$ cat src/rtl/mem_stage_lsu.sv
// MEM-stage load/store unit: runs one data-memory transaction at a time,
// stalls the pipeline while it is outstanding and returns aligned,
// zero-extended load data for register writeback.
module mem_stage_lsu #(
  parameter int ADDR_WIDTH = 32,
  parameter int DATA_WIDTH = 32
) (
  input  logic                  clk,
  input  logic                  reset,
  input  logic                  valid_i,
  input  logic                  is_mem_op_i,
  input  logic                  is_load_op_i,
  input  logic                  is_store_op_i,
  input  logic                  is_byte_op_i,
  input  logic [ADDR_WIDTH-1:0] addr_i,
  input  logic [DATA_WIDTH-1:0] store_data_i,
  output logic                  dmem_req_v_o,
  output logic                  dmem_req_we_o,
  output logic [ADDR_WIDTH-1:0] dmem_req_addr_o,
  output logic [DATA_WIDTH-1:0] dmem_req_data_o,
  output logic [3:0]            dmem_req_mask_o,
  input  logic                  dmem_req_ready_i,
  input  logic                  dmem_resp_v_i,
  input  logic [DATA_WIDTH-1:0] dmem_resp_data_i,
  output logic                  stall_o,
  output logic                  load_v_o,
  output logic [DATA_WIDTH-1:0] load_data_o,
  output logic                  misalign_o
);

  localparam logic [1:0] IDLE = 2'd0;
  localparam logic [1:0] REQ  = 2'd1;
  localparam logic [1:0] WAIT = 2'd2;
  localparam logic [1:0] DONE = 2'd3;

  logic [1:0]            state_q, state_d;
  logic [ADDR_WIDTH-1:0] addr_q, addr_d;
  logic [DATA_WIDTH-1:0] wdata_q, wdata_d;
  logic [3:0]            mask_q, mask_d;
  logic                  we_q, we_d;
  logic                  byte_q, byte_d;
  logic [DATA_WIDTH-1:0] load_data_q, load_data_d;

  logic                  misalign;
  logic                  start;
  logic                  reqActive;
  logic [7:0]            respByte;

  // Word accesses must be naturally aligned; byte accesses never misalign.
  assign misalign  = ~is_byte_op_i & (addr_i[1:0] != 2'b00);
  // Both load and store asserted is treated as a store via is_store_op_i below.
  assign start     = (state_q == IDLE) & valid_i & is_mem_op_i &
                     (is_load_op_i | is_store_op_i) & ~misalign;
  assign reqActive = (state_q == REQ);

  // Select the addressed byte lane of the read response (lane 0 = bits 7:0).
  always_comb begin
    respByte = dmem_resp_data_i[7:0];
    case (addr_q[1:0])
      2'd0:    respByte = dmem_resp_data_i[7:0];
      2'd1:    respByte = dmem_resp_data_i[15:8];
      2'd2:    respByte = dmem_resp_data_i[23:16];
      default: respByte = dmem_resp_data_i[31:24];
    endcase
  end

  // Transaction sequencing plus capture of the request and the load result.
  always_comb begin
    state_d     = state_q;
    addr_d      = addr_q;
    wdata_d     = wdata_q;
    mask_d      = mask_q;
    we_d        = we_q;
    byte_d      = byte_q;
    load_data_d = load_data_q;
    case (state_q)
      IDLE: begin
        if (start) begin
          state_d = REQ;
          addr_d  = addr_i;
          we_d    = is_store_op_i;
          byte_d  = is_byte_op_i;
          if (!is_store_op_i) begin
            mask_d  = 4'h0;
            wdata_d = '0;
          end else if (is_byte_op_i) begin
            mask_d  = 4'b0001 << addr_i[1:0];
            wdata_d = {4{store_data_i[7:0]}};
          end else begin
            mask_d  = 4'hF;
            wdata_d = store_data_i;
          end
        end
      end
      REQ: begin
        if (dmem_req_ready_i) begin
          state_d = we_q ? DONE : WAIT;
        end
      end
      WAIT: begin
        if (dmem_resp_v_i) begin
          state_d     = DONE;
          load_data_d = byte_q ? {{(DATA_WIDTH-8){1'b0}}, respByte} : dmem_resp_data_i;
        end
      end
      default: begin
        state_d = IDLE;
      end
    endcase
  end

  // State registers; reset abandons any outstanding access and clears the result.
  always_ff @(posedge clk) begin
    if (reset) begin
      state_q     <= IDLE;
      addr_q      <= '0;
      wdata_q     <= '0;
      mask_q      <= 4'h0;
      we_q        <= 1'b0;
      byte_q      <= 1'b0;
      load_data_q <= '0;
    end else begin
      state_q     <= state_d;
      addr_q      <= addr_d;
      wdata_q     <= wdata_d;
      mask_q      <= mask_d;
      we_q        <= we_d;
      byte_q      <= byte_d;
      load_data_q <= load_data_d;
    end
  end

  assign dmem_req_v_o    = reqActive;
  assign dmem_req_we_o   = reqActive & we_q;
  assign dmem_req_addr_o = reqActive ? {addr_q[ADDR_WIDTH-1:2], 2'b00} : '0;
  assign dmem_req_data_o = reqActive ? wdata_q : '0;
  assign dmem_req_mask_o = reqActive ? mask_q : 4'h0;

  // Stall is combinational in IDLE so the issuing instruction is held at once.
  assign stall_o     = start | reqActive | (state_q == WAIT);
  assign load_v_o    = (state_q == DONE) & ~we_q;
  assign load_data_o = load_data_q;
  assign misalign_o  = (state_q == IDLE) & valid_i & is_mem_op_i & misalign;

endmodule

$ cat config.mk
export PLATFORM = sky130hd
export DESIGN_NAME = mem_stage_lsu
export DESIGN_NICKNAME = d
export VERILOG_FILES = /design/src/rtl/mem_stage_lsu.sv
export SDC_FILE = /design/constraint.sdc
export NUM_CORES = 1
export LEC_CHECK = 0
export CORE_MARGIN = 1
export CORE_UTILIZATION = 46
export CTS_CLUSTER_DIAMETER = 120
export DETAILED_ROUTE_END_ITERATION = 8
export PLACE_DENSITY_LB_ADDON = 0.08
export SKIP_LAST_GASP = 1
export SYNTH_ARGS = -nofsm -noshare
export SYNTH_HDL_FRONTEND = slang
export SYNTH_SLANG_ARGS = --single-unit
$ cat constraint.sdc
create_clock -name clk -period 5 [get_ports clk]
set_input_delay 0.75 -clock clk [delete_from_list [all_inputs] [get_ports clk]]
set_output_delay 0.75 -clock clk [all_outputs]
set_load 0.01 [all_outputs]
==> run metrics, run 1 <==
CP max stage cell=nand3_1; post-synth top area cell=dfxtp_1; Root Driver=clkbuf_8; H-tree depth=3; clk_lat worst skew=about 370 ps; Area growth syn-to-layout=45.71%; DRC Markers=0; CP Depth=5; setup TNS=0 ps; FMAX=276.5 MHz; worst hold start=mask_q[1]; Pre-antenna DRT Iters=4; Top cell by count, worst path=clkdlybuf4s50_1; share of the clock period used by the worst path=0.7234; hold crit path type=register to register; clock share of power=0.268; crit path kind=input pin to output port; library cells used by synthesis=33; Yosys warning count=0; crit-path cells=clkdlybuf4s50_1 > nand3_1 > nor3_4 > or3_1 > clkdlybuf4s50_1; Arr. time, crit path=between 2000 and 3000 ps; chip height=105.1 um; area post-placement=approximately 6900 um^2; RSZ-0062 raised after global routing=no; Power Dens Cells=roughly 270 nW/um^2; die width=approximately 110 um; Critical Path Source Type=input pin; Worst Skew=15.75 ps; Critical Path Sink Type=output port; total power=around 1.9 mW; Detail Placement HPWL=slightly below 10 mm; R2R depth=7; max_slew headroom=0.1796; WP data required=around 4300 ps; site row count=37; most frequent cells in the layout=clkdlybuf4s50_1 (206), nand2_1 (122), dfxtp_1 (104), a21oi_1 (92), and2_1 (68); worst hold slack=451.0 ps; Longest Clk Path Bufs=2; Worst-Margin Slew=between 1000 and 1500 ps; cts bufs inserted=9; all-layer global routing usage=0.2572; Avg Inst Size Synth=~7.9 um^2; Worst-path clk slew=about 100 ps; status=finished, final reports clean; post-synthesis cell count=approximately 620; Final Hold Fails=0; Sw Share=0.3104; setup violators final=0; Post-CTS Hold Fix Bufs=0; wire per inst=approximately 15 um; Worst Hold Path Cells=2; GRT overflow=0; nets=897; CP max FO=20; Final Cell Area=~7100 um^2; Sink Count=104; number of buffers and inverters on the critical path=2; DR vias=approximately 4900; Initial DRC Count=241; I/O Pins=210; combinational share of power=0.248; Hold Path End=mask_q[1]; Filler cells=881; R2R Path End=byte_q; diode count=0; total internal power=1.303 mW; die area=11040 um^2; largest net degree at the start of global routing=between 100 and 150; peak supply drop=between 150 and 200 uV; Mapped Area=roughly 4900 um^2; R2R Setup Slk=~1800 ps; Max stage delay on crit path=roughly 580 ps; IO buf count=207; sequential-to-total area share from yosys stat=0.4261; final wirelength=between 10 and 15 mm; Synth top area share=0.4261; RD Place Congestion=0.8111; layout cells sized above 1=0.04414; leak pwr=approximately 2.4 nW; CTS tree=built; Core Area=roughly 10000 um^2; Yosys reg bits=~100; Max Slew Vio Count=0; commonest non-fill, non-tap cell in the layout=clkdlybuf4s50_1; CP delay by family, top=simple AND/OR/NAND/NOR gates; Vias/cell=between 5 and 6; sequential share of power=0.483; initial antenna violation count=0; Post-CTS Setup Bufs=0; fin crit period=between 3000 and 4000 ps; post-route core utilization=0.6896; Psw=0.5864 mW; top cells by area, synth=dfxtp_1 (43%), a21oi_1 (9.4%), nand2_1 (9.4%); Max Cap Viol=0; Starting Density=0.4733; post-route ant nets=0; CTS resizes=0; FF-to-FF Start=state_q[0]; first-pass GRT wire length=between 20 and 25 mm; vias in the first global route=4616
==> layer usage <==
metal  track usage  wire length, um  part of all wire
met1        0.3263             6125              0.43
met2        0.4281             6987              0.49
met4       0.07746              191             0.013
met5             0                0                 0
met3       0.06613             1013             0.071
==> worst register-to-register path, cell delays in order (launching register included) <==
cell     delay (ps)
dfxtp_1         340
inv_1           110
ha_1            210
nand3_1         580
or3_2          1200
buf_4           430
nand2_1          80
a21oi_1          70
==> synth_stat cells <==
master and count:
and2_1 68, clkbuf_1 50, buf_2 3, a22oi_1 1
inv_1 7, a2bb2oi_1 1, buf_6 2, a22o_1 8
nand2_1 122, nand3_1 11, nor2_1 29, nand2b_1 26
o21ai_1 1, buf_4 2, a41o_1 1, buf_1 1
ha_1 4, a2111oi_0 16, mux2_2 9, nor2b_1 2
conb_1 1, nand3b_1 24, a211o_1 9, a21oi_2 1
o21ai_0 2, a221oi_1 9, or3_1 2, nor3_1 11
dfxtp_1 104, a21oi_1 92, o21ba_1 1, nor3_2 1
mux2i_1 1
==> logic make-up (layout without fill, tap and decap cells) <==
group           after synthesis  count (layout)  synth area share
other cells                   1               2         0.0007675
fa+ha+maj                     4               4           0.01024
simple gates                296             296            0.3029
mux                          10              10           0.02279
compound gates              142             142            0.1818
buf+inv                      65             235           0.05531
flops                       104             104            0.4261
==> power groups by stage <==
stage	Sequential, mW	Combinational, mW	Clock, mW
finish	0.913	0.469	0.507
global route	0.920	0.512	0.554
CTS	0.913	0.471	0.515
detailed placement	0.932	0.468	0
global placement	0.930	0.458	0
floorplan	0.929	0.249	0
==> metrics by stage <==
stage | worst slack (ps) | std cells
5_1_grt | 1312 | 929
3_3_place_gp | 1355 | 913
2_1_floorplan | 2681 | 623
3_5_place_dp | 1293 | 913
4_1_cts | 1422 | 929
6_report | 1383 | 929
==> worst max-delay path by stage <==
| stage | from | end | slack (ps) |
|---|---|---|---|
| 4_1_cts | is_mem_op_i | stall_o | 1420 |
| 3_5_place_dp | is_mem_op_i | addr_q[9] | 1290 |
| 3_3_place_gp | is_mem_op_i | byte_q | 1360 |
| 2_1_floorplan | valid_i | stall_o | 2680 |
| 5_1_grt | valid_i | stall_o | 1310 |
| 6_report | is_mem_op_i | stall_o | 1380 |
==> flip-flops by register name, summed over array words and instances, names as in the netlist <==
| name | flops |
|---|---|
| wdata_q | 32 |
| we_q | 1 |
| state_q | 2 |
| addr_q | 32 |
| byte_q | 1 |
| mask_q | 4 |
| load_data_o | 32 |
==> final cells by class <==
type / count / area, um^2 / share of cell area
flip-flops and latches: 104 / 2082 / 0.2924
clock buffers: 10 / 137.6 / 0.01933
clock inverters: 6 / 48.80 / 0.006854
repair buffers: 212 / 2107 / 0.2960
well taps: 136 / 170.2 / 0.02390
multi-input cells: 454 / 2547 / 0.3578
inverters: 7 / 26.28 / 0.003691
Note: power is estimated with default switching activity, not from simulation.
==> inputs of run 2 (changes only) <==
CORE_UTILIZATION = 43   (was 46)
clock period = 3.7 ns   (was 5 ns; I/O delays follow)
==> run metrics, run 2 (synthesis results as in run 1) <==
status=finished, final reports clean; initial antenna violation count=0 (unchanged); Power Dens Cells=390.8 nW/um^2 (+47%); share of the clock period used by the worst path=0.8432; chip height=108.6 um (+3.4%); RD Place Congestion=0.7998 (-1.4%); post-route ant nets=0 (unchanged); Critical Path Source Type=register; CTS resizes=0 (unchanged); Longest Clk Path Bufs=2 (unchanged); clk_lat worst skew=340 ps (-30 ps); Post-CTS Setup Bufs=0 (unchanged); Pre-antenna DRT Iters=5 (+1); WP data required=3140 ps (-1110 ps); Max Cap Viol=0 (unchanged); final worst setup slack=580.3 ps (-802.9 ps); Root Driver=clkbuf_16; largest net degree at the start of global routing=89 (-17%); Max Slew Vio Count=0 (unchanged); Worst-Margin Slew=919.7 ps (-310.9 ps); CTS tree=built; setup TNS=0 ps (unchanged); Worst Skew=7.040 ps (-8.713 ps); Worst-path clk slew=70 ps (-30 ps); diode count=0 (unchanged); RSZ-0062 raised after global routing=no; Post-CTS Hold Fix Bufs=0 (unchanged); Starting Density=0.4468 (-0.02648); leak pwr=2.541 nW (+3.8%); most frequent cells in the layout=clkdlybuf4s50_1 (206), nand2_1 (122), dfxtp_1 (104), a21oi_1 (92), and2_1 (68); Arr. time, crit path=2560 ps (-310 ps); Final Hold Fails=0 (unchanged); max_slew headroom=0.3869 (+0.2073); Area growth syn-to-layout=49.19%; Core Area=10940 um^2 (+5.9%); Detail Placement HPWL=10.61 mm (+8.6%); die width=108.6 um (+3.4%); hold crit path type=register to register; FMAX=~320 MHz; wire per inst=15.96 um (+3.5%); dpl ws=602.5 ps (-690.3 ps); crit path kind=register to output port; site row count=38 (+2.7%); die area=11790 um^2 (+6.8%); final wirelength=15.00 mm (+4.8%); Initial DRC Count=229 (-5.0%); layout cells sized above 1=0.05125 (+0.007114); IO buf count=207 (unchanged); cts bufs inserted=9 (unchanged); Vias/cell=5.279 (-0.23%); Filler cells=961 (+9.1%); vias in the first global route=4843 (+4.9%); Sink Count=104 (unchanged); nets=904 (+0.78%); first-pass GRT wire length=23.41 mm (+2.3%); total power=2.849 mW (+51%); Critical Path Sink Type=output port; all-layer global routing usage=0.2536 (-0.003557); peak supply drop=268.6 uV (+68%); I/O Pins=210 (unchanged); setup violators final=0 (unchanged); DRC Markers=0 (unchanged); CP max FO=46 (+130%); fin crit period=between 3000 and 4000 ps; GRT overflow=0 (unchanged); commonest non-fill, non-tap cell in the layout=clkdlybuf4s50_1; H-tree depth=3 (unchanged); DR vias=4962 (+0.96%)
[run 2: per-stage QoR]
step                      hold WS (ps)  utilization  std cells  cell area, um^2
after global routing             468.5       0.6666        940             7289
after global placement           435.0       0.6392        924             6990
after detailed placement         442.7       0.6392        924             6990
final                            449.8       0.6666        940             7289
after floorplan                  427.3            -        623             4890
after CTS                        451.8       0.6666        940             7289
[run 2: path summary, 6_finish.rpt]
check / startpoint / to / slack [ps] / cells past startpoint
worst max-delay path: state_q[1] / dmem_req_we_o / 580 / 5
worst min-delay path: addr_q[12] / addr_q[12] / 450 / 2
worst max register to register: state_q[0] / wdata_q[8] / 980 / 8
worst min register to register: addr_q[12] / addr_q[12] / 450 / 2
[run 2: per-layer routing]
metal | share of wire | up-vias | GRT usage
met5 | 0 | - | 0
met4 | 0.012 | 0 | 0.07819
met3 | 0.088 | 12 | 0.07957
met2 | 0.49 | 189 | 0.4299
met1 | 0.41 | 2325 | 0.3050
li1 | - | 2436 | -
[run 2: critical path, cell delays in order, from the launching register on]
cell             delay (ps)
dfxtp_1                 340
inv_1                    90
ha_2                    660
buf_4                   380
and2_1                  190
clkdlybuf4s50_1         560
[run 2: final cells by class]
type	instances	area, um^2	area share
clock inverter	5	56.30	0.007724
inverter	7	26.28	0.003605
sequential	104	2082	0.2856
multi-input combinational	454	2547	0.3495
clock buffer	11	242.7	0.03330
timing repair buffer	219	2160	0.2963
tap	140	175.2	0.02403
[run 2: where the power goes]
part	switching [mW]	internal, mW	leakage [nW]
clock network	0.417	0.542	0.145
logic	0.346	0.313	1.55
registers	0.0412	1.19	0.841
total	0.804	2.04	2.54
==> inputs of run 3 (changes only) <==
CORE_UTILIZATION = 39   (was 43)
clock period = 2.6 ns   (was 3.7 ns; I/O delays follow)
==> run metrics, run 3 (synthesis results as in run 1) <==
Power Dens Cells=542.8 nW/um^2 (+39%); die width=113.9 um (+4.9%); wire per inst=15.43 um (-3.3%); Final Cell Area=7385 um^2 (+1.3%); area occupied by registers=2082 um^2 (unchanged); Detail Placement HPWL=10.55 mm (-0.61%); Max Cap Viol=0 (unchanged); area post-placement=7076 um^2 (+1.2%); total internal power=2.850 mW (+39%); RSZ-0062 raised after global routing=no; Worst Skew=7.529 ps (+0.4891 ps); FMAX=413.5 MHz; DRC Markers=0 (unchanged); R2R Path End=wdata_q[24]; most frequent cells in the layout=clkdlybuf4s50_1 (205), nand2_1 (122), dfxtp_1 (104), a21oi_1 (92), and2_1 (68); Critical Path Sink Type=output port; total power=4.008 mW (+41%); clock share of power=0.317 (-0.020); CP Depth=5 (unchanged); CP startpoint=state_q[1]; Max stage delay on crit path=540 ps (-120 ps); Sink Count=104 (unchanged); nets=910 (+0.66%); Pre-antenna DRT Iters=4 (-1); peak supply drop=358.7 uV (+34%); Longest Clk Path Bufs=2 (unchanged); Critical Path Source Type=register; hold crit path type=register to register; Starting Density=0.4034 (-0.04339); R2R depth=7 (-1); R2R Setup Slk=480 ps (-500 ps); Core Area=12110 um^2 (+11%); max_slew headroom=0.5118 (+0.1250); FF-to-FF Start=state_q[1]; worst setup path end=dmem_req_data_o[5]; final wirelength=15.02 mm (+0.15%); Placed Cells=957 (+3.6%); IO buf count=207 (unchanged); vias in the first global route=4655 (-3.9%); largest net degree at the start of global routing=50 (-44%); first-pass GRT wire length=23.08 mm (-1.4%); cts bufs inserted=9 (unchanged); RD Place Congestion=0.8179 (+2.3%); commonest non-fill, non-tap cell in the layout=clkdlybuf4s50_1; crit path kind=register to output port; H-tree depth=3 (unchanged); CTS tree=built; Vias/cell=5.047 (-4.4%); WP data required=2210 ps (-930 ps); CP delay by family, top=buffers and inverters; I/O Pins=210 (unchanged); site row count=40 (+5.3%); initial antenna violation count=0 (unchanged); Post-CTS Hold Fix Bufs=0 (unchanged); leak pwr=2.576 nW (+1.4%); Arr. time, crit path=2030 ps (-530 ps); Max Slew Vio Count=0 (unchanged); multi-input logic area=2567 um^2 (+0.79%); all-layer global routing usage=0.2257 (-0.02793); fin crit period=2419 ps; Root Driver=clkbuf_16; sequential share of power=0.437 (+0.005); chip height=113.9 um (+4.9%); die area=12980 um^2 (+10%); CP max stage cell=clkdlybuf4s50_1; clk_lat worst skew=340 ps (about the same); DR vias=4916 (-0.93%); fin cells=974 (+3.6%); diode count=0 (unchanged); Sw Share=0.2890 (+0.006747); number of buffers and inverters on the critical path=3 (unchanged); post-route ant nets=0 (unchanged); CP max FO=41 (-11%); crit-path cells=inv_1 > ha_4 > buf_12 > and2_1 > clkdlybuf4s50_1; status=finished, final reports clean; Psw=1.158 mW (+44%); setup violators final=0 (unchanged); Worst-path clk slew=70 ps (about the same); Area growth syn-to-layout=51.14%; share of the clock period used by the worst path=0.9302; layout cells sized above 1=0.05955 (+0.008303); Worst-Margin Slew=730.5 ps (-189.2 ps); Initial DRC Count=345 (+51%); combinational share of power=0.246 (+0.015); GRT overflow=0 (unchanged); Final Hold Fails=0 (unchanged); Filler cells=1144 (+19%)
-- run 3: changes by cell type in the layout (fill, tap and decap cells not counted), sizes merged --
cell,change
clkinv,-2
bufinv,-1
clkinvlp,+1
buf,+6
dlymetal6s2s,+1
clkdlybuf4s50,-1
clkbuf,+1
inv,+1
-- run 3: layout make-up --
type | instances | area share
clock inverters | 4 | 0.003897
clock buffers | 12 | 0.03338
well taps | 168 | 0.02846
flip-flops and latches | 104 | 0.2819
inverters | 7 | 0.003558
multi-input cells | 454 | 0.3477
repair buffers | 225 | 0.3011
-- run 3: repair_timing --
| action | in CTS | in global routing |
|---|---|---|
| setup endpoints to repair | 40 | 8 |
| gates resized for setup | 1 | 3 |
| buffers inserted | 0 | 1 |
-- run 3: per-stage QoR --
stage / hold slack, ps / utilization / setup TNS, ps / worst slack (ps)
floorplan: 427.3 / - / 0 / 774.1
global placement: 436.7 / 0.5842 / 0 / 151.9
detailed placement: 440.5 / 0.5842 / 0 / 138.1
CTS: 450.3 / 0.6077 / -22.15 / -22.15
global route: 467.1 / 0.6097 / 0 / 77.07
finish: 449.8 / 0.6097 / 0 / 181.5
-- run 3: routing by layer --
layer / global-route usage / routed length [um] / vias to the layer above / part of all wire
li1: - / - / 2450 / -
met1: 0.2829 / 6531 / 2269 / 0.43
met2: 0.3677 / 6987 / 182 / 0.47
met3: 0.06854 / 1300 / 15 / 0.087
met4: 0.07792 / 204 / 0 / 0.014
met5: 0 / 0 / - / 0
-- run 3: worst reg2reg max path: stages (launching register included) --
cell,delay [ps]
dfxtp_1,350
inv_1,120
ha_1,230
nand3_2,150
or3_2,560
buf_4,240
a211o_1,240
a21oi_1,150
-- run 3: power by group through the flow --
stage	logic, mW	clock network [mW]	registers [mW]
after global routing	1.07	1.38	1.76
after floorplan	0.480	0	1.79
after global placement	0.942	0	1.78
after detailed placement	0.957	0	1.79
final	0.985	1.27	1.75
after CTS	0.972	1.31	1.75
-- run 3: how the worst min path moves through the flow --
stage | endpoint | from | slack (ps) | cells after the start
after CTS | wdata_q[0] | wdata_q[0] | 450 | 2
after floorplan | wdata_q[24] | wdata_q[24] | 430 | 2
final | addr_q[8] | addr_q[8] | 450 | 2
after global routing | wdata_q[6] | wdata_q[6] | 470 | 2
after detailed placement | wdata_q[0] | wdata_q[0] | 440 | 2
after global placement | wdata_q[28] | wdata_q[28] | 440 | 2
